**src/rtl/bf2_ctrl_pkg.sv**
```systemverilog
// Shared types and default sizing for the radix-2 butterfly pipeline sequencer and the
// downstream logic that consumes its block/frame tags.
package bf2_ctrl_pkg;

    localparam int unsigned BLOCKS_PER_FRAME_DEF = 32;
    localparam int unsigned NUM_STAGES_DEF       = 3;
    localparam int unsigned FRM_W_DEF            = 16;
    // Tags carry the widest supported block index; narrower configurations zero-extend.
    localparam int unsigned BLK_MAX_W            = 16;

    typedef enum logic [1:0] {
        StIdle,
        StRun,
        StDrain,
        StDone
    } bf2_state_e;

    typedef struct packed {
        logic [BLK_MAX_W-1:0] blk;
        logic                 sof;
        logic                 eof;
    } bf2_tag_t;

endpackage

```
**src/rtl/bf2_pipe_ctrl_if.sv**
```systemverilog
// Sample-bundle handshake between the input buffer, the butterfly sequencer and the
// post-butterfly twiddle/reorder stage.
interface bf2_pipe_ctrl_if #(
    parameter int unsigned BLK_W = 5
);

    logic             in_valid;
    logic             in_last;
    logic             in_ready;
    logic             out_valid;
    logic             out_ready;
    logic [BLK_W-1:0] out_blk;
    logic             out_sof;
    logic             out_eof;

    modport master (
        input  in_valid,
        input  in_last,
        input  out_ready,
        output in_ready,
        output out_valid,
        output out_blk,
        output out_sof,
        output out_eof
    );

    modport slave (
        output in_valid,
        output in_last,
        output out_ready,
        input  in_ready,
        input  out_valid,
        input  out_blk,
        input  out_sof,
        input  out_eof
    );

endinterface

```
**src/rtl/bf2_tag_pipe.sv**
```systemverilog
// Valid + tag shift register sharing one advance strobe; everything holds while advance is
// low, so the last stage stays stable under backpressure.
module bf2_tag_pipe #(
    parameter int unsigned NumStages = 3,
    parameter int unsigned TagW      = 8
) (
    input  logic                 clk,
    input  logic                 rst,
    input  logic                 advance,
    input  logic                 in_valid,
    input  logic [TagW-1:0]      in_tag,
    output logic [NumStages-1:0] valid,
    output logic [TagW-1:0]      out_tag
);

    logic [NumStages-1:0]           valid_q;
    logic [NumStages-1:0][TagW-1:0] tag_q;

    always_ff @(posedge clk) begin
        if (rst) begin
            valid_q <= '0;
            tag_q   <= '0;
        end else if (advance) begin
            valid_q[0] <= in_valid;
            tag_q[0]   <= in_tag;
            for (int k = 1; k < NumStages; k++) begin
                valid_q[k] <= valid_q[k-1];
                tag_q[k]   <= tag_q[k-1];
            end
        end
    end

    assign valid   = valid_q;
    assign out_tag = tag_q[NumStages-1];

endmodule

```
**src/rtl/bf2_pipe_ctrl.sv**
```systemverilog
// Sequencer for a chain of registered butterfly stages: frame/block counting, bubble-gated
// per-stage enables, global output backpressure and block/frame tags riding with the data.
module bf2_pipe_ctrl
    import bf2_ctrl_pkg::*;
#(
    parameter int unsigned BLOCKS_PER_FRAME = BLOCKS_PER_FRAME_DEF,
    parameter int unsigned NUM_STAGES       = NUM_STAGES_DEF,
    parameter int unsigned FRM_W            = FRM_W_DEF,
    parameter int unsigned BLK_W            = $clog2(BLOCKS_PER_FRAME)
) (
    input  logic                  clk,
    input  logic                  rst,
    input  logic                  start,
    input  logic [FRM_W-1:0]      num_frames,
    output logic [NUM_STAGES-1:0] stage_en,
    output logic                  busy,
    output logic                  done,
    output logic                  frame_err,
    bf2_pipe_ctrl_if.master       bus
);

    localparam logic [BLK_W-1:0] LastBlk  = BLK_W'(BLOCKS_PER_FRAME - 1);
    localparam logic [FRM_W-1:0] OneFrame = FRM_W'(1);

    bf2_state_e       state_q, state_d;
    logic [BLK_W-1:0] blk_cnt_q, blk_cnt_d;
    logic [FRM_W-1:0] frames_left_q, frames_left_d;
    logic             frame_err_q, frame_err_d;

    logic                  advance;
    logic                  in_ready;
    logic                  accept;
    logic                  cnt_eof;
    logic [NUM_STAGES-1:0] v;
    bf2_tag_t              in_tag;
    bf2_tag_t              out_tag;

    // A full last stage that is not being taken freezes the whole chain.
    assign advance  = ~v[NUM_STAGES-1] | bus.out_ready;
    assign in_ready = advance & (state_q == StRun);
    assign accept   = bus.in_valid & in_ready;
    assign cnt_eof  = (blk_cnt_q == LastBlk);

    always_comb begin
        stage_en    = '0;
        stage_en[0] = advance & accept;
        for (int k = 1; k < NUM_STAGES; k++) begin
            stage_en[k] = advance & v[k-1];
        end
    end

    always_comb begin
        in_tag     = '0;
        in_tag.blk = BLK_MAX_W'(blk_cnt_q);
        in_tag.sof = (blk_cnt_q == '0);
        in_tag.eof = cnt_eof;
    end

    bf2_tag_pipe #(
        .NumStages (NUM_STAGES),
        .TagW      ($bits(bf2_tag_t))
    ) u_tag_pipe (
        .clk      (clk),
        .rst      (rst),
        .advance  (advance),
        .in_valid (accept),
        .in_tag   (in_tag),
        .valid    (v),
        .out_tag  (out_tag)
    );

    always_comb begin
        state_d       = state_q;
        blk_cnt_d     = blk_cnt_q;
        frames_left_d = frames_left_q;
        frame_err_d   = frame_err_q;
        unique case (state_q)
            StIdle: begin
                if (start) begin
                    state_d       = StRun;
                    blk_cnt_d     = '0;
                    frames_left_d = (num_frames == '0) ? OneFrame : num_frames;
                    frame_err_d   = 1'b0;
                end
            end
            StRun: begin
                if (accept) begin
                    // The counter owns framing; in_last only feeds the error flag.
                    blk_cnt_d = cnt_eof ? '0 : blk_cnt_q + 1'b1;
                    if (bus.in_last != cnt_eof) begin
                        frame_err_d = 1'b1;
                    end
                    if (cnt_eof) begin
                        frames_left_d = frames_left_q - OneFrame;
                        if (frames_left_q == OneFrame) begin
                            state_d = StDrain;
                        end
                    end
                end
            end
            StDrain: begin
                if (v == '0) begin
                    state_d = StDone;
                end
            end
            StDone: begin
                state_d = StIdle;
            end
            default: begin
                state_d = StIdle;
            end
        endcase
    end

    always_ff @(posedge clk) begin
        if (rst) begin
            state_q       <= StIdle;
            blk_cnt_q     <= '0;
            frames_left_q <= '0;
            frame_err_q   <= 1'b0;
        end else begin
            state_q       <= state_d;
            blk_cnt_q     <= blk_cnt_d;
            frames_left_q <= frames_left_d;
            frame_err_q   <= frame_err_d;
        end
    end

    assign bus.in_ready  = in_ready;
    assign bus.out_valid = v[NUM_STAGES-1];
    assign bus.out_blk   = BLK_W'(out_tag.blk);
    assign bus.out_sof   = out_tag.sof;
    assign bus.out_eof   = out_tag.eof;

    assign busy      = (state_q != StIdle);
    assign done      = (state_q == StDone);
    assign frame_err = frame_err_q;

endmodule
```
**src/flat_wrapper.sv**
```systemverilog
// flat-port wrapper written by rule: the top's interface ports become plain ports
module bf2_pipe_ctrl_flat import bf2_ctrl_pkg::*;
#(
    parameter int unsigned BLOCKS_PER_FRAME = BLOCKS_PER_FRAME_DEF,
    parameter int unsigned NUM_STAGES       = NUM_STAGES_DEF,
    parameter int unsigned FRM_W            = FRM_W_DEF,
    parameter int unsigned BLK_W            = $clog2(BLOCKS_PER_FRAME)
)
  (clk, rst, start, num_frames, stage_en, busy, done, frame_err, bus_in_valid, bus_in_last, bus_out_ready, bus_in_ready, bus_out_valid, bus_out_blk, bus_out_sof, bus_out_eof);
  bf2_pipe_ctrl_if #(.BLK_W(BLK_W)) bus_i ();
  input  logic clk;
  input  logic rst;
  input  logic start;
  input  logic [FRM_W-1:0] num_frames;
  output logic [NUM_STAGES-1:0] stage_en;
  output logic busy;
  output logic done;
  output logic frame_err;
  input wire logic [$bits(bus_i.in_valid)-1:0] bus_in_valid;
  input wire logic [$bits(bus_i.in_last)-1:0] bus_in_last;
  input wire logic [$bits(bus_i.out_ready)-1:0] bus_out_ready;
  output wire logic [$bits(bus_i.in_ready)-1:0] bus_in_ready;
  output wire logic [$bits(bus_i.out_valid)-1:0] bus_out_valid;
  output wire logic [$bits(bus_i.out_blk)-1:0] bus_out_blk;
  output wire logic [$bits(bus_i.out_sof)-1:0] bus_out_sof;
  output wire logic [$bits(bus_i.out_eof)-1:0] bus_out_eof;
  assign bus_i.in_valid = bus_in_valid;
  assign bus_i.in_last = bus_in_last;
  assign bus_i.out_ready = bus_out_ready;
  assign bus_in_ready = bus_i.in_ready;
  assign bus_out_valid = bus_i.out_valid;
  assign bus_out_blk = bus_i.out_blk;
  assign bus_out_sof = bus_i.out_sof;
  assign bus_out_eof = bus_i.out_eof;
  bf2_pipe_ctrl #(.BLOCKS_PER_FRAME(BLOCKS_PER_FRAME), .NUM_STAGES(NUM_STAGES), .FRM_W(FRM_W), .BLK_W(BLK_W)) u_core (.clk(clk), .rst(rst), .start(start), .num_frames(num_frames), .stage_en(stage_en), .busy(busy), .done(done), .frame_err(frame_err), .bus(bus_i));
endmodule
```
**config.mk**
```make
export PLATFORM = sky130hd
export DESIGN_NAME = bf2_pipe_ctrl_flat
export DESIGN_NICKNAME = d
export VERILOG_FILES = /design/src/rtl/bf2_ctrl_pkg.sv /design/src/rtl/bf2_pipe_ctrl_if.sv /design/src/rtl/bf2_tag_pipe.sv /design/src/rtl/bf2_pipe_ctrl.sv /design/src/flat_wrapper.sv
export SDC_FILE = /design/constraint.sdc
export NUM_CORES = 1
export LEC_CHECK = 0
export ABC_AREA = 1
export BUFFER_PORTS_ARGS = -buffer_cell sky130_fd_sc_hd__buf_2
export CORE_ASPECT_RATIO = 0.7
export CORE_MARGIN = 8
export CORE_UTILIZATION = 61
export DETAILED_ROUTE_END_ITERATION = 6
export PLACE_DENSITY = 0.93
export SETUP_SLACK_MARGIN = 0.05
export SLEW_MARGIN = 10
export SYNTH_ARGS = -nofsm -noshare
export SYNTH_HDL_FRONTEND = slang
export SYNTH_SLANG_ARGS = --single-unit
```
**constraint.sdc**
```tcl
create_clock -name clk -period 2.86 [get_ports clk]
set_input_delay 0.572 -clock clk [delete_from_list [all_inputs] [get_ports clk]]
set_output_delay 0.572 -clock clk [all_outputs]
set_load 0.01 [all_outputs]
```
# [After elaboration in Yosys (flattened, before gate mapping)]
# Index checks and enable logic that the tools add are counted.
[word_totals] out_inout_bits=15 register_bits=48 word_cells=58
[classes] eq_ne=12 muxes=19 reduce_logical=10 add_sub_neg=2 bitwise=7
[ops] operator="$mux W16" n=4
[ops] operator="$pmux W16 S2" n=1
[ops] operator="$eq A16 B1 Y1 const B" n=1
[ops] operator="$logic_not A16 Y1" n=1
[ops] operator="$sub A16 B1 Y16 const B" n=1
[ops] operator="$mux W5" n=3
[ops] operator="$mux W2" n=5
[ops] operator="$pmux W5 S2" n=1
[ops] operator="$pmux W2 S4" n=1
[ops] operator="$reduce_and A4 Y1" n=2
[ops] operator="$ne A2 B1 Y1 const B" n=3
[ops] operator="$ne A2 B2 Y1 const B" n=3
[ops] operator="$add A5 B1 Y5 const B" n=1
[ops] operator="$and A1 B1 Y1" n=5
[ops] operator="$eq A5 B5 Y1 const B" n=1
[ops] operator="$logic_not A5 Y1" n=1
[ops] operator="$reduce_and A5 Y1" n=1
[ops] operator="$eq A2 B2 Y1 const B" n=2
[ops] operator="$reduce_bool A2 Y1" n=2
[ops] operator="$logic_not A3 Y1" n=1
[ops] operator="$mux W1" n=3
[ops] operator="$reduce_and A3 Y1" n=1
[ops] operator="$eq A2 B1 Y1 const B" n=1
[ops] operator="$logic_not A2 Y1" n=1
[ops] operator="other kinds (4)" n=4

# [Logic depth before layout (Yosys ltp)]
[depth] ltp_word=6 ltp_mapped=12 mapped_depth_nobuf=12

# [Modules after synthesis]
# Synthesis repeated with hierarchy kept, for this count alone.
[unflattened] cells_unflattened=699 hier_area_um2=4352.9
[modules_own_cells] module="bf2_tag_pipe" cells_per_inst=380 area_per_inst_um2=2494.9 seq_area_each_um2=1141.1 n_inst=1
[modules_own_cells] module="bf2_pipe_ctrl" cells_per_inst=319 area_per_inst_um2=1858.0 seq_area_each_um2=480.5 n_inst=1

# [Worst setup path before layout]
# No wires, ideal clock.
[synth_path] path_type="input-to-output" from="input port bus_out_ready" to="output port stage_en[2]" cell_stages=3 setup_slack_ns=1.147 arrival_ns=1.141 n_path_buf=1 cell_sequence="nor2_1 -> clkbuf_1 -> nor2_1"
[synth_between] elab_chain_cells=2
[synth_lines] item="from (decl)" line="flat_wrapper.sv:21" text="input wire logic [$bits(bus_i.out_ready)-1:0] bus_out_ready;"
[synth_lines] item="$or A1 B1 Y1" line="bf2_pipe_ctrl.sv:39" text="assign advance = ~v[NUM_STAGES-1] | bus.out_ready;"
[synth_lines] item="$and A1 B1 Y1" line="bf2_pipe_ctrl.sv:48" text="stage_en[k] = advance & v[k-1];"
[synth_lines] item="to (decl)" line="flat_wrapper.sv:15" text="output logic [NUM_STAGES-1:0] stage_en;"
# Every way passes these cells.

# [Worst setup path after layout]
[layout_path] from="register u_core.state_q[1]" to="output port stage_en[0]"
[layout_between] elab_chain_cells=4
[layout_lines] item="from (decl)" line="bf2_pipe_ctrl.sv:25" text="bf2_state_e state_q, state_d;"
[layout_lines] item="from (signal assigned)" line="bf2_pipe_ctrl.sv:117" text="state_q <= StIdle;"
[layout_lines] item="from (signal assigned)" line="bf2_pipe_ctrl.sv:122" text="state_q <= state_d;"
[layout_lines] item="$eq A2 B1 Y1" line="bf2_pipe_ctrl.sv:40" text="assign in_ready = advance & (state_q == StRun);"
[layout_lines] item="$and A1 B1 Y1" line="bf2_pipe_ctrl.sv:40"
[layout_lines] item="$and A1 B1 Y1" line="bf2_pipe_ctrl.sv:41" text="assign accept = bus.in_valid & in_ready;"
[layout_lines] item="$and A1 B1 Y1" line="bf2_pipe_ctrl.sv:46" text="stage_en[0] = advance & accept;"
# Every way passes these cells.

==> metrics.cfg <==
[sta]
period_needed_ns=2.16
hold_ws_ns=0.483
fin_skew_ns=0.00755
tightest_slew_ns=0.723
worst_slack_ns=0.705
setup_viol=0
rsz0062_at_grt=no
relSlewSlack_pct=51.8
fmax_mhz=464
drv_slew=0
timing.setup.tns_ns=0
hold_viol=0
period_share_pct=75.4

[worst_setup_path]
required_ns=2.29
startpoint=u_core.state_q[1]
reg2reg_to=u_core.frames_left_q[5]
crit_path_max_fanout=15
endpoint_kind=output pin
worst-setup-path-type=flip-flop to output pin
rrSetupSlack_ns=0.81
cp-start-kind=flip-flop
ff2ff_path_depth=9
cp.arrival_ns=1.58
cp-endpoint=stage_en[0]
r2r_start=u_core.blk_cnt_q[0]

[global_routing]
grt_pass1_wl_um=10100
antenna_found_initial=0
grt-ovfl-total=0
grt_usage_pct=18.2
grt_max_degree=32
grt_pass1_vias=2284

[detailed_routing]
dr.pass1.iters=5
route.detailed.drc=0
drt_iter0_markers=241
wire_per_inst_um=12.5
wl_um=6140
viasPerCell=5.39
vias=2652
antenna_left=0

[logic_synthesis]
synth.largest_area_cell=dfxtp_1
seq_area_frac_synth_pct=36.9
synth_top_area_share_pct=36.9
synth.area.top_cells=dfxtp_1, nand2_1, nor2_1, o21ai_0, inv_1
synthMuxAreaShare_pct=0
yosys_warnings=0
synth-adder-area-share_pct=4.32
synthSimpleGateAreaFrac_pct=36.9
syn_area_per_cell_um2=6.39
syn-cell-area_um2=2610
synth_seq_cells=48
syn_inst=408
synth_top_family_by_area=simple AND/OR/NAND/NOR gates
syn_nets=439
synth_compound_area_share_pct=12.0
synth-xor-area-share_pct=0.336
netlist-cell-type-count=28

[clocking]
clk_path_buf_depth=2
cts_sinks=48
numCtsBuffers=5
cts-resized-gates=0
cts_tree=yes
root_buffer=clkbuf_8
htreeDepth=2
postCtsHoldBufs=0
cts_setup_buffers=0
clk_latency_ns=0.30
cts.reportedPaths.clkPinSlew_ns=0.09

[job]
drv_cap=0

[place]
post_dp_cell_area_um2=2790
gp_congestion=0.905
dp_hpwl_um=4420
portBuffers=36
place_ws_ns=0.804

[hold_path]
worstHoldStart=u_core.frame_err
min_path_type=flip-flop to flip-flop

[layout]
final_area_um2=2910
syn_to_final_growth_pct=11.6
fin_util_pct=68.8
final_nets=467
num_antenna_cells=0
final_common_cell=nand2_1
drive_gt1_share_pct=13.7
layout_common_cells=nand2_1, nor2_1, dfxtp_1

[pwr]
p_per_area_nw_per_um2=1030
power.leakage_nw=1.40
irDropWorstVdd_v=0.000517

[floorplanning]
die_w_um=94.1
start_util_pct=61.6
die_y_um=70.7
ios=37
core_um2=4230
dieArea_um2=6650
placementRows=20

[run_status]
outcome=finished clean

[cells in the mapped netlist]
| cell type | number |
|---|---|
| nor2_4 | 1 |
| nor2_2 | 2 |
| nand3_2 | 1 |
| dfxtp_1 | 48 |
| nand3_1 | 28 |
| o21a_1 | 1 |
| buf_2 | 1 |
| nand2_1 | 102 |
| inv_2 | 2 |
| clkbuf_1 | 11 |
| nor3b_2 | 1 |
| o21bai_1 | 1 |
| nor2_1 | 83 |
| inv_1 | 40 |
| o21ai_0 | 31 |
| buf_4 | 6 |
| a21oi_2 | 1 |
| o21ai_1 | 2 |
| nor3_4 | 1 |
| ha_1 | 9 |
| nand2_2 | 2 |
| o21ai_2 | 1 |
| nand4_1 | 1 |
| xor2_1 | 1 |
| a21oi_1 | 23 |
| or2_2 | 1 |
| nor3_1 | 5 |
| nand3b_1 | 2 |
[worst min path at each step]
stage | to | cells past startpoint
after floorplan | u_core.frames_left_q[15] | 2
after global placement | u_core.u_tag_pipe.valid[0] | 2
after detailed placement | u_core.frames_left_q[1] | 2
after CTS | u_core.frames_left_q[1] | 2
after global routing | u_core.u_tag_pipe.valid[0] | 2
final | u_core.frame_err | 2
[stage by stage]
step / cells / total power [mW]
floorplan: 408 / 2.11
global placement: 484 / 2.39
detailed placement: 484 / 2.45
CTS: 492 / 2.97
global route: 492 / 3.23
finish: 492 / 3.00
[flip-flops by register name, indices dropped and copies added (netlist names)]
signal                     count
u_core.frames_left_q          16
u_core.u_tag_pipe.tag_q       14
u_core.u_tag_pipe.out_tag      7
u_core.blk_cnt_q               5
u_core.u_tag_pipe.valid        3
u_core.state_q                 2
u_core.frame_err               1
[where the power goes]
group | internal (mW) | total, mW | switching [mW]
clock | 0.286 | 0.511 | 0.225
combinational | 0.496 | 1.53 | 1.03
sequential | 0.824 | 0.959 | 0.135
[cell type report]
type	instances	area, um^2
Timing Repair Buffer	39	203
Clock inverter	2	38.8
Clock buffer	6	82.6
Multi-Input combinational cell	300	1400
Sequential cell	48	961
Fill cell	351	1320
Tap cell	55	68.8
Inverter	42	158
[logic make-up after synthesis]
group | after synthesis
fa+ha+maj | 9
buf+inv | 60
compound gates | 60
simple gates | 230
flops | 48
xor+xnor | 1
[worst max-delay path: stages, from the launching register on]
cell and delay (ns):
dfxtp_1 0.37, inv_1 0.09, ha_1 0.21, inv_2 0.26, nor2_1 0.11, nand2_1 0.09, inv_1 0.04, buf_2 0.13
[metal layers]
layer  track usage (%)  up-vias  routed length (um)
met4              3.85        0                  40
met1              25.5     1198                2830
met3              4.23        6                 539
met5                 0        -                   0
met2              27.5      110                2740
li1                  -     1338                   -
(Power assumes the default switching activity.)
